**config.mk**
```make
export PLATFORM = sky130hd
export DESIGN_NAME = spi_xfer_seq_flat
export DESIGN_NICKNAME = d
export VERILOG_FILES = /design/src/rtl/spi_xfer_seq_if.sv /design/src/rtl/spi_xfer_seq.sv /design/src/flat_wrapper.sv
export SDC_FILE = /design/constraint.sdc
export NUM_CORES = 1
export LEC_CHECK = 0
export ABC_AREA = 1
export CORE_ASPECT_RATIO = 1.25
export CORE_MARGIN = 8
export CORE_UTILIZATION = 50
export CTS_CLUSTER_DIAMETER = 50
export DETAILED_ROUTE_END_ITERATION = 7
export DONT_BUFFER_PORTS = 1
export GPL_ROUTABILITY_DRIVEN = 0
export PLACE_DENSITY = 0.67
export REMOVE_ABC_BUFFERS = 1
export SYNTH_ARGS = -nofsm -noshare
export SYNTH_HDL_FRONTEND = slang
export SYNTH_SLANG_ARGS = --single-unit
```
**constraint.sdc**
```tcl
create_clock -name clk4 -period 2.6 [get_ports clk4]
set_clock_uncertainty 0.05 [all_clocks]
set_input_delay 0.78 -clock clk4 [delete_from_list [all_inputs] [get_ports clk4]]
set_output_delay 0.78 -clock clk4 [all_outputs]
set_load 0.02 [all_outputs]
```
**src/rtl/spi_xfer_seq_if.sv**
```systemverilog
// Bundle of the host command/transmit/receive handshakes and the byte-engine
// link used by spi_xfer_seq.
//   slave  : the sequencer side (takes commands and tx bytes, drives cs_n and
//            the byte-engine start/din, reports rx bytes and done)
//   master : the host plus byte-engine side
// Signals:
//   cmd_valid/cmd_len/cmd_ready   transaction request handshake
//   tx_data/tx_valid/tx_ready     transmit byte handshake
//   rx_data/rx_valid              received byte strobe (no backpressure)
//   done                          end-of-transaction strobe
//   cs_n                          SPI chip select, active-low
//   spi_din/spi_start/spi_busy/spi_dout   byte-engine link
interface spi_xfer_seq_if #(
    parameter int LEN_W = 8
) ();
    logic             cmd_valid;
    logic [LEN_W-1:0] cmd_len;
    logic             cmd_ready;
    logic [7:0]       tx_data;
    logic             tx_valid;
    logic             tx_ready;
    logic [7:0]       rx_data;
    logic             rx_valid;
    logic             done;
    logic             cs_n;
    logic [7:0]       spi_din;
    logic             spi_start;
    logic             spi_busy;
    logic [7:0]       spi_dout;

    modport slave (
        input  cmd_valid, cmd_len, tx_data, tx_valid, spi_busy, spi_dout,
        output cmd_ready, tx_ready, rx_data, rx_valid, done, cs_n,
               spi_din, spi_start
    );

    modport master (
        output cmd_valid, cmd_len, tx_data, tx_valid, spi_busy, spi_dout,
        input  cmd_ready, tx_ready, rx_data, rx_valid, done, cs_n,
               spi_din, spi_start
    );
endinterface

```
**src/rtl/spi_xfer_seq.sv**
```systemverilog
// Multi-byte SPI transaction sequencer in front of the spi_master byte engine.
// Accepts a byte count, drops cs_n, waits CS_SETUP cycles, then feeds bytes
// one at a time to the engine via start/busy, returning each completed byte
// on rx_data/rx_valid. After the last byte it holds cs_n low CS_HOLD cycles,
// raises cs_n with a done strobe, and keeps cs_n high at least CS_IDLE
// cycles before accepting the next command.
// Ports:
//   clk4     single clock, shared with the byte engine (4x SPI clock)
//   reset_n  asynchronous active-low reset
//   bus      spi_xfer_seq_if slave modport (host handshakes + engine link)
module spi_xfer_seq #(
    parameter int CS_SETUP = 4,
    parameter int CS_HOLD  = 4,
    parameter int CS_IDLE  = 4,
    parameter int LEN_W    = 8
) (
    input  logic          clk4,
    input  logic          reset_n,
    spi_xfer_seq_if.slave bus
);
    localparam int MAX_A  = (CS_SETUP > CS_HOLD) ? CS_SETUP : CS_HOLD;
    localparam int MAX_CS = (MAX_A > CS_IDLE) ? MAX_A : CS_IDLE;
    localparam int CNT_W  = $clog2(MAX_CS + 1);

    localparam logic [CNT_W-1:0] CNT_ONE = CNT_W'(1);
    localparam logic [LEN_W-1:0] REM_ONE = LEN_W'(1);

    typedef enum logic [2:0] {
        IDLE, SETUP, WAIT_TX, START, XFER, HOLD, GAP
    } state_t;

    state_t           state, state_nx;
    logic [CNT_W-1:0] cnt, cnt_nx;
    logic [LEN_W-1:0] rem, rem_nx;
    logic             cs_n_q, cs_n_nx;
    logic             start_q, start_nx;
    logic [7:0]       din_q, din_nx;
    logic [7:0]       rxd_q, rxd_nx;
    logic             rxv_q, rxv_nx;
    logic             done_q, done_nx;
    logic             cmd_ready_c, tx_ready_c;

    always_ff @(posedge clk4 or negedge reset_n) begin
        if (!reset_n) begin
            state   <= IDLE;
            cnt     <= '0;
            rem     <= '0;
            cs_n_q  <= 1'b1;
            start_q <= 1'b0;
            din_q   <= '0;
            rxd_q   <= '0;
            rxv_q   <= 1'b0;
            done_q  <= 1'b0;
        end else begin
            state   <= state_nx;
            cnt     <= cnt_nx;
            rem     <= rem_nx;
            cs_n_q  <= cs_n_nx;
            start_q <= start_nx;
            din_q   <= din_nx;
            rxd_q   <= rxd_nx;
            rxv_q   <= rxv_nx;
            done_q  <= done_nx;
        end
    end

    always_comb begin
        state_nx    = state;
        cnt_nx      = cnt;
        rem_nx      = rem;
        cs_n_nx     = cs_n_q;
        start_nx    = start_q;
        din_nx      = din_q;
        rxd_nx      = rxd_q;
        rxv_nx      = 1'b0;
        done_nx     = 1'b0;
        cmd_ready_c = 1'b0;
        tx_ready_c  = 1'b0;
        unique case (state)
            IDLE: begin
                // The engine has no reset: a byte left in flight by a reset
                // must drain before a new transaction may start.
                cmd_ready_c = !bus.spi_busy;
                if (bus.cmd_valid && !bus.spi_busy) begin
                    if (bus.cmd_len == '0) begin
                        done_nx = 1'b1;
                    end else begin
                        rem_nx   = bus.cmd_len;
                        cs_n_nx  = 1'b0;
                        cnt_nx   = CNT_W'(CS_SETUP);
                        state_nx = SETUP;
                    end
                end
            end
            SETUP: begin
                cnt_nx = cnt - CNT_ONE;
                if (cnt == CNT_ONE) state_nx = WAIT_TX;
            end
            WAIT_TX: begin
                tx_ready_c = 1'b1;
                if (bus.tx_valid) begin
                    din_nx   = bus.tx_data;
                    start_nx = 1'b1;
                    state_nx = START;
                end
            end
            START: begin
                // Hold start until the engine acknowledges with busy.
                if (bus.spi_busy) begin
                    start_nx = 1'b0;
                    state_nx = XFER;
                end
            end
            XFER: begin
                if (!bus.spi_busy) begin
                    rxd_nx = bus.spi_dout;
                    rxv_nx = 1'b1;
                    rem_nx = rem - REM_ONE;
                    if (rem == REM_ONE) begin
                        cnt_nx   = CNT_W'(CS_HOLD);
                        state_nx = HOLD;
                    end else begin
                        state_nx = WAIT_TX;
                    end
                end
            end
            HOLD: begin
                cnt_nx = cnt - CNT_ONE;
                if (cnt == CNT_ONE) begin
                    cs_n_nx  = 1'b1;
                    done_nx  = 1'b1;
                    cnt_nx   = CNT_W'(CS_IDLE);
                    state_nx = GAP;
                end
            end
            GAP: begin
                cnt_nx = cnt - CNT_ONE;
                if (cnt == CNT_ONE) state_nx = IDLE;
            end
            default: state_nx = IDLE;
        endcase
    end

    assign bus.cmd_ready = cmd_ready_c;
    assign bus.tx_ready  = tx_ready_c;
    assign bus.rx_data   = rxd_q;
    assign bus.rx_valid  = rxv_q;
    assign bus.done      = done_q;
    assign bus.cs_n      = cs_n_q;
    assign bus.spi_din   = din_q;
    assign bus.spi_start = start_q;
endmodule

```
**src/flat_wrapper.sv**
```systemverilog
// flat-port wrapper written by rule: the top's interface ports become plain ports
module spi_xfer_seq_flat 
#(
    parameter int CS_SETUP = 4,
    parameter int CS_HOLD  = 4,
    parameter int CS_IDLE  = 4,
    parameter int LEN_W    = 8
)
  (clk4, reset_n, bus_cmd_valid, bus_cmd_len, bus_tx_data, bus_tx_valid, bus_spi_busy, bus_spi_dout, bus_cmd_ready, bus_tx_ready, bus_rx_data, bus_rx_valid, bus_done, bus_cs_n, bus_spi_din, bus_spi_start);
  spi_xfer_seq_if #(.LEN_W(LEN_W)) bus_i ();
  input  logic clk4;
  input  logic reset_n;
  input wire logic [$bits(bus_i.cmd_valid)-1:0] bus_cmd_valid;
  input wire logic [$bits(bus_i.cmd_len)-1:0] bus_cmd_len;
  input wire logic [$bits(bus_i.tx_data)-1:0] bus_tx_data;
  input wire logic [$bits(bus_i.tx_valid)-1:0] bus_tx_valid;
  input wire logic [$bits(bus_i.spi_busy)-1:0] bus_spi_busy;
  input wire logic [$bits(bus_i.spi_dout)-1:0] bus_spi_dout;
  output wire logic [$bits(bus_i.cmd_ready)-1:0] bus_cmd_ready;
  output wire logic [$bits(bus_i.tx_ready)-1:0] bus_tx_ready;
  output wire logic [$bits(bus_i.rx_data)-1:0] bus_rx_data;
  output wire logic [$bits(bus_i.rx_valid)-1:0] bus_rx_valid;
  output wire logic [$bits(bus_i.done)-1:0] bus_done;
  output wire logic [$bits(bus_i.cs_n)-1:0] bus_cs_n;
  output wire logic [$bits(bus_i.spi_din)-1:0] bus_spi_din;
  output wire logic [$bits(bus_i.spi_start)-1:0] bus_spi_start;
  assign bus_i.cmd_valid = bus_cmd_valid;
  assign bus_i.cmd_len = bus_cmd_len;
  assign bus_i.tx_data = bus_tx_data;
  assign bus_i.tx_valid = bus_tx_valid;
  assign bus_i.spi_busy = bus_spi_busy;
  assign bus_i.spi_dout = bus_spi_dout;
  assign bus_cmd_ready = bus_i.cmd_ready;
  assign bus_tx_ready = bus_i.tx_ready;
  assign bus_rx_data = bus_i.rx_data;
  assign bus_rx_valid = bus_i.rx_valid;
  assign bus_done = bus_i.done;
  assign bus_cs_n = bus_i.cs_n;
  assign bus_spi_din = bus_i.spi_din;
  assign bus_spi_start = bus_i.spi_start;
  spi_xfer_seq #(.CS_SETUP(CS_SETUP), .CS_HOLD(CS_HOLD), .CS_IDLE(CS_IDLE), .LEN_W(LEN_W)) u_core (.clk4(clk4), .reset_n(reset_n), .bus(bus_i));
endmodule
```
---- Word-level counts from Yosys, hierarchy flattened ----
Cells that the tools add are included.
cells by class
  add/sub/neg operators ................... 2
  bitwise gates (word level) .............. 1
  reduce and logical (&&, ||, !) cells .... 16
  equality and inequality tests ........... 17
  muxes and demuxes ....................... 35
operators by type and width
  kind                                                                      number
  3-bit two-way mux                                                         14
  8-bit two-way mux                                                         3
  3-bit one-hot mux with 7 select lines                                     1
  8-bit one-hot mux with 2 select lines                                     1
  1-bit two-way mux                                                         12
  3-bit one-hot mux with 4 select lines                                     1
  2-bit by 1-bit inequality test with 1-bit output (second input constant)  5
  3-bit == test (second input constant)                                     3
  8-bit by 1-bit == test with 1-bit output (second input constant)          1
  8-bit zero test                                                           1
  2-bit inequality test (second input constant)                             4
  4-bit AND reduction                                                       2
  8-bit AND reduction                                                       1
  8-bit by 1-bit subtractor with 8-bit output (second input constant)       1
  3-bit by 1-bit == test with 1-bit output (second input constant)          2
  3-bit by 2-bit == test with 1-bit output (second input constant)          2
  1-bit one-hot mux with 2 select lines                                     3
  2-bit nonzero test                                                        3
  5-bit AND reduction                                                       1
  2-bit AND reduction                                                       2
  4-bit nonzero test                                                        1
  3-bit zero test                                                           1
  3-bit AND reduction                                                       1
  3-bit by 1-bit subtractor with 3-bit output (second input constant)       1
  4 further kinds                                                           4
word-level totals
  output and inout port bits .............. 22
  word-level logic and storage cells ...... 80
  input port bits ......................... 29
  register bits after elaboration ......... 34

---- Longest topological paths before layout ----
Gate-level depths: netlist of run 1.
  depth after elaboration ................. 4
  mapped depth ............................ 9

---- Least setup slack after synthesis of run 1 ----
Ideal clock, no wire load.
  path kind ............................... input -> output
  start ................................... input bus_spi_busy
  end ..................................... output bus_cmd_ready
  required time ........................... 1.770 ns
  path buffers ............................ 0
  setup slack ............................. 0.697 ns
  stages .................................. 1
  data arrival time ....................... 1.073 ns
  path through ............................ nor2_1
between the ends
  cells in the longest elaborated chain, start to end .. 2
RTL lines
  item               line                RTL
  start, declared    flat_wrapper.sv:17  input wire logic [$bits(bus_i.spi_busy)-1:0] bus_spi_busy;
  1-bit zero test    spi_xfer_seq.sv:83  cmd_ready_c = !bus.spi_busy;
  1-bit two-way mux  spi_xfer_seq.sv:79  unique case (state)
  end, declared      flat_wrapper.sv:19  output wire logic [$bits(bus_i.cmd_ready)-1:0] bus_cmd_ready;
Every way passes these cells.

---- Worst setup path in the final report of run 1 ----
  start ................................... register u_core.state[1]
  end ..................................... output bus_cmd_ready
between the ends
  cells in the longest elaborated chain, start to end .. 2
RTL lines
  item                    line                RTL
  start, declared         spi_xfer_seq.sv:32  state_t state, state_nx;
  start signal, assigned  spi_xfer_seq.sv:55  state <= state_nx;
  3-bit zero test         spi_xfer_seq.sv:79
  1-bit two-way mux       spi_xfer_seq.sv:79
Every way passes these cells.

==> summary.md, run 1 <==
| Metric | Value |
|---|---|
| Number of global-route vias before repair | `1488` |
| Wire per inst | `14.2 um` |
| Clock root buffer master | `clkbuf_8` |
| CTS tree | `built` |
| Crit-path max FO | `11` |
| Final WL | `4.01 mm` |
| Initial Util | `51.4%` |
| Worst-path cell chain | `nor2_4 > nand2_4 > nor2_1` |
| Yosys top cell by area | `dfrtp_1` |
| Crit path kind | `flop to output port` |
| Post-route DRC | `0` |
| Post-synthesis register bit count | `34` |
| Number of clock sinks | `34` |
| CP peak stage delay | `500 ps` |
| Most common cell after layout, fill and taps aside | `nand2_1` |
| Die X | `71.3 um` |
| Setup violators final | `0` |
| Layout cell share with drive strength beyond 1 | `16.5%` |
| Req. time, crit path | `1770 ps` |
| Leak | `1.04 nW` |
| Type of the worst min-delay path | `primary input to async pin` |
| Drt via density | `5.17` |
| Tot Pwr | `2.60 mW` |
| R2r worst-path depth | `9` |
| Largest net degree at the start of global routing | `35` |
| Gate Count Post-Synth | `238` |
| Post_cts resized | `0` |
| Syn Area/Cell | `8.03 um^2` |
| Library cells used by synthesis | `30` |
| ANT cells | `0` |
| I/O pins | `51` |
| Most frequent cells in the layout | `nand2_1 (81), dfrtp_1 (33), inv_1 (22), nor2_1 (22), nand3_1 (17)` |
| Rel. slew slack | `74.6%` |
| Top-area cell type share of the netlist area | `43.2%` |
| Largest cells by area after synthesis | `dfrtp_1 (43%), nand2_1 (16%), mux2_2 (4.7%), nand3_1 (4.5%), inv_1 (4.3%)` |
| Die span in y | `85.1 um` |
| Clk pin slew, worst setup/hold paths | `70 ps` |
| Setup crit start kind | `flop` |
| Post-cts hold buffer count | `0` |
| Standard-cell rows | `25` |
| Worst R2R Setup Slack | `820 ps` |
| Max VDD drop | `0.522 mV` |
| Arrival @ worst endpoint | `1440 ps` |
| Gr ovfl total | `0` |
| Hpwl dp | `3.14 mm` |
| Routed Antenna Nets | `0` |
| Placed inst area | `1930 um^2` |
| Worst slew pin tran | `380 ps` |
| Port Buffers | `0` |
| Slowest CP cell | `dfrtp_1` |
| Finished Cell Area | `2020 um^2` |
| Period minus WS final | `2270 ps` |
| Final nets | `275` |
| Utilization after layout | `54.4%` |
| Final hold vios | `0` |
| Die area | `6070 um^2` |
| R2r startpoint | `u_core.state[1]` |
| WP buf/inv | `0` |
| Setup bufs post-CTS | `0` |
| First-pass GRT wire length | `6.72 mm` |
| Initial antenna violation count | `0` |
| Synth-to-Final Area Change | `5.89%` |
| Crit share post-route | `87.3%` |
| Warnings, synthesis | `0` |
| Worst-skew pair later-pin latency | `280 ps` |
| Longest Clk Path Bufs | `2` |
| Crit. End Element | `output port` |
| Synthesized area | `1910 um^2` |
| Initial DRC count | `80` |
| CTS buffer count | `5` |
| Status | `finished, final reports clean` |
| RSZ-0062 raised after global routing | `false` |
| Max-cap violations | `0` |
| H-tree lvl count | `2` |
| Vias | `1462` |
| Sequential fraction of the synthesis area | `44.6%` |
| Pwr Density | `1280 nW/um^2` |
| Core area | `3720 um^2` |
| Cell family with most CP delay | `simple AND/OR/NAND/NOR gates` |
| Reg-to-Reg End | `u_core.rem[6]` |
| Pre-antenna DRT Iters | `4` |
| Max Fclk | `0.441 GHz` |
| Fin Setup TNS | `0 ps` |
| Total GRT Usage | `13.9%` |
| Slew Viols, Final | `0` |
-- metrics by stage --
stage	std cells	hold WS [ps]	setup slack (ps)
floorplan	235	392	697
global placement	275	407	652
detailed placement	275	409	624
CTS	283	122	305
global route	283	115	249
finish	283	134	331
-- cell families after synthesis --
logic type / synth area share [%]
xor gates and xnor gates: 0.458
buffers and inverters: 6.74
muxes: 4.71
AOI/OAI and AO/OA: 7.20
DFF: 44.6
adders and majority gates: 2.62
and+or+nand+nor: 33.7
-- cells in the mapped netlist (all sizes together) --
| library cell | instances |
|---|---|
| o211ai | 1 |
| o2bb2ai | 1 |
| a21oi | 5 |
| dfstp | 1 |
| nand2 | 92 |
| nor3b | 1 |
| mux2 | 8 |
| and2 | 1 |
| inv | 25 |
| nand3b | 1 |
| dfrtp | 33 |
| nor2 | 26 |
| ha | 4 |
| o31ai | 1 |
| nand4 | 3 |
| buf | 3 |
| o21ai | 14 |
| xor2 | 1 |
| nand3 | 17 |
-- report_power, final --
group / total (mW) / switching (mW) / internal, mW
Clock: 0.404 / 0.192 / 0.213
Combinational: 1.06 / 0.659 / 0.401
Sequential: 1.14 / 0.366 / 0.769
-- how the worst max path moves through the flow --
stage / startpoint / endpoint / slack [ps] / cells past startpoint
6_report: u_core.state[1] / bus_cmd_ready / 330 / 3
5_1_grt: u_core.state[1] / bus_cmd_ready / 250 / 3
4_1_cts: u_core.state[1] / bus_cmd_ready / 310 / 3
3_5_place_dp: u_core.state[1] / bus_cmd_ready / 620 / 3
3_3_place_gp: u_core.state[1] / bus_cmd_ready / 650 / 3
2_1_floorplan: bus_spi_busy / bus_cmd_ready / 700 / 1
-- registers in the layout (all words and copies together) (netlist names), 3 cells and up --
register / count
u_core.rem: 8
u_core.bus.spi_din: 8
u_core.cnt: 3
u_core.bus.rx_data: 8
u_core.state: 3
-- final cells by class --
class | count | area [um^2]
Clock buffer | 6 | 82.6
Sequential cell | 34 | 852
Fill cell | 365 | 1700
Multi-Input combinational cell | 176 | 931
Tap cell | 40 | 50.0
Inverter | 25 | 96.3
Clock inverter | 2 | 12.5
-- routing by layer --
metal | GRT usage (%) | vias up | part of all wire (%)
li1 | - | 759 | -
met1 | 13.5 | 675 | 39
met5 | 0 | - | 0
met3 | 4.13 | 7 | 3.9
met4 | 5.12 | 0 | 1.4
met2 | 26.5 | 21 | 55
-- worst register-to-register path: stages, from the launching register on --
cell and delay [ps]:
dfrtp_1 550, nor2_4 120, nand2_4 190, inv_4 90, nand2_2 90, nand2_2 90
nor2_8 260, inv_1 120, nand2_1 70, nand2_1 50
Note: power is estimated with default switching activity, not from simulation.
==> inputs of run 2 (changes only) <==
--- a/config.mk
+++ b/config.mk
@@ -5,7 +5,7 @@
 export SDC_FILE = /design/constraint.sdc
 export NUM_CORES = 1
 export LEC_CHECK = 0
-export ABC_AREA = 1
+export ABC_AREA = 0
 export CORE_ASPECT_RATIO = 1.25
 export CORE_MARGIN = 8
 export CORE_UTILIZATION = 50
==> run 2 against run 1 <==
  * Non-clock buffer count grew 7
  * Clock power up 20%
  * Cell area decreased by 0.43%
  * Combinational power is 15% lower
  * Cell count shrank 22%
  * Register-to-register slack got worse by 120 ps
  * Count of clock-buffer cells in the layout did not move
  * Wire length increased by 6.2%
  * Critical path depth decreased by 1
  * Largest power group unchanged
  * Highest routed layer unchanged
==> summary.md, run 2 <==
| Metric | Value |
|---|---|
| Status | `finished, final reports clean` |
| Most common cell after layout, fill and taps aside | `dfrtp_1` |
| Period minus WS final | `2250 ps` |
| Rel. slew slack | `49.7%` |
| First-pass GRT wire length | `7.09 mm` |
| EDFF count, synth | `0` |
| Die area | `5940 um^2` |
| Initial Util | `50.4%` |
| CTS tree | `built` |
| Total GRT Usage | `14.9%` |
| Yosys top cell by area | `dfrtp_1` |
| Max VDD drop | `0.516 mV` |
| Final nets | `214` |
| Max-cap violations | `0` |
| Post-cts hold buffer count | `0` |
| Type of the worst min-delay path | `primary input to async pin` |
| Fin Setup TNS | `0 ps` |
| Clock root buffer master | `clkbuf_8` |
| Crit-path max FO | `15` |
| Library cells used by synthesis | `52` |
| Arrival @ worst endpoint | `1420 ps` |
| Largest cells by area after synthesis | `dfrtp_1 (44%), mux2_2 (9.1%), o21ai_0 (3.0%), ha_1 (2.7%), nor2_1 (2.4%)` |
| Synth cell count leaders | `dfrtp_1 (33), mux2_2 (15), nor2_1 (12)` |
| Top-count cell post-synth | `dfrtp_1` |
| Longest Clk Path Bufs | `2` |
| R2r worst-path depth | `3` |
| Tot Pwr | `2.61 mW` |
| Reg-to-Reg End | `u_core.rem[1]` |
| Async S/R FF share, synth | `100%` |
| Worst R2R Setup Slack | `700 ps` |
| Pwr Density | `1290 nW/um^2` |
| Synth-to-Final Area Change | `8.34%` |
| Core area | `3690 um^2` |
| Warnings, synthesis | `0` |
| Max Fclk | `0.444 GHz` |
| Number of global-route vias before repair | `1383` |
| Port Buffers | `0` |
| I/O pins | `51` |
| Req. time, crit path | `1770 ps` |
| Largest net degree at the start of global routing | `35` |
| Initial antenna violation count | `0` |
| Clk pin slew, worst setup/hold paths | `70 ps` |
| R2r startpoint | `u_core.state[1]` |
| Most frequent cells in the layout | `dfrtp_1 (33), mux2_2 (15), nor2_1 (12)` |
| Setup violators final | `0` |
| ANT cells | `0` |
| Initial DRC count | `91` |
| Crit share post-route | `86.6%` |
| Routed Antenna Nets | `0` |
| Gate Count Post-Synth | `180` |
| Synthesized area | `1860 um^2` |
| Post_cts resized | `0` |
| Top-area cell type share of the netlist area | `44.4%` |
| Sequential fraction of the synthesis area | `45.8%` |
| Hpwl dp | `3.23 mm` |
| Worst-skew pair later-pin latency | `280 ps` |
| Post-synthesis register bit count | `34` |
| Layout cell share with drive strength beyond 1 | `21.0%` |
| Setup bufs post-CTS | `0` |
| Drt via density | `6.38` |
| Pre-antenna DRT Iters | `4` |
| Number of clock sinks | `34` |
| Wire per inst | `19.3 um` |
| Slew Viols, Final | `0` |
| Hold Slack | `136 ps` |
| Die span in y | `84.2 um` |
| Final hold vios | `0` |
| Setup crit start kind | `flop` |
| RSZ-0062 raised after global routing | `false` |
| Fill cells | `337` |
| Crit path kind | `flop to output port` |
| Die X | `70.6 um` |
| Final WL | `4.26 mm` |
| Vias | `1411` |
| Post-route DRC | `0` |
| Gr ovfl total | `0` |
| Crit. End Element | `output port` |
| Ys flop type | `dfrtp_1` |
| Worst slew pin tran | `752 ps` |
| Syn Area/Cell | `10.3 um^2` |
| CTS buffer count | `5` |
| Standard-cell rows | `25` |
| H-tree lvl count | `2` |
| Leak | `0.814 nW` |
## run 2: cell types whose count changed after synthesis, sizes merged, moves of 6 or more
cell | before | now
nor3 | 0 | 7
nor2 | 26 | 12
nand3 | 17 | 1
mux2 | 8 | 18
buf | 3 | 9
nand2 | 92 | 8
inv | 25 | 9
## run 2: worst max-delay path, stage by stage (launching register included)
cell,delay [ps]
dfrtp_1,620
nand2b_1,170
nor2_1,350
## run 2: logic make-up (layout without fill, tap and decap cells)
group / Yosys count / in the layout / share of synthesized area [%]
DFF: 34 / 34 / 45.8
xor gates and xnor gates: 1 / 1 / 0.471
and+or+nand+nor: 52 / 52 / 16.1
muxes: 19 / 19 / 11.4
buffers and inverters: 22 / 23 / 5.38
adders and majority gates: 4 / 4 / 2.69
AOI/OAI and AO/OA: 48 / 48 / 18.1
## run 2: area by class of cell
| cell class | count | area (um^2) | area share (%) |
|---|---|---|---|
| clock buffers | 6 | 82.6 | 4.10 |
| clock inverters | 1 | 30.0 | 1.49 |
| repair buffers | 7 | 52.6 | 2.61 |
| inverters | 9 | 33.8 | 1.68 |
| well taps | 40 | 50.0 | 2.48 |
| multi-input cells | 124 | 915 | 45.4 |
| flip-flops and latches | 34 | 852 | 42.3 |
## run 2: how the worst max path moves through the flow
stage               startpoint                    end  slack, ps  depth (start not counted)
2_1_floorplan     bus_spi_busy  u_core.bus.rx_data[0]         70                          2
3_3_place_gp    bus_cmd_len[0]          u_core.rem[1]        440                          4
3_5_place_dp    bus_cmd_len[0]          u_core.rem[1]        320                          4
4_1_cts        u_core.state[1]           bus_tx_ready        320                          2
5_1_grt        u_core.state[1]           bus_tx_ready        220                          2
6_report       u_core.state[1]           bus_tx_ready        350                          2
## run 2: per-stage QoR
step                      cells  setup WS [ps]  utilization, %  cell area, um^2
after floorplan             167           67.8               -             1790
after global placement      214            435            51.6             1900
after detailed placement    214            318            51.6             1900
after CTS                   221            319            54.6             2020
after global routing        221            222            54.6             2020
final                       221            347            54.6             2020
## run 2: metal layers
layer  vias up  GRT usage [%]  share of wire [%]
met5         -              0                  0
met4         0           7.02                1.9
met3         8           3.81                6.1
met2        42           25.5                 54
met1       696           16.7                 38
li1        665              -                  -
## run 2: power breakdown
part / switching [mW] / leakage (nW) / internal, mW / total (mW)
sequential: 0.449 / 0.405 / 0.777 / 1.23
clock: 0.179 / 0.0573 / 0.306 / 0.486
combinational: 0.442 / 0.352 / 0.455 / 0.897
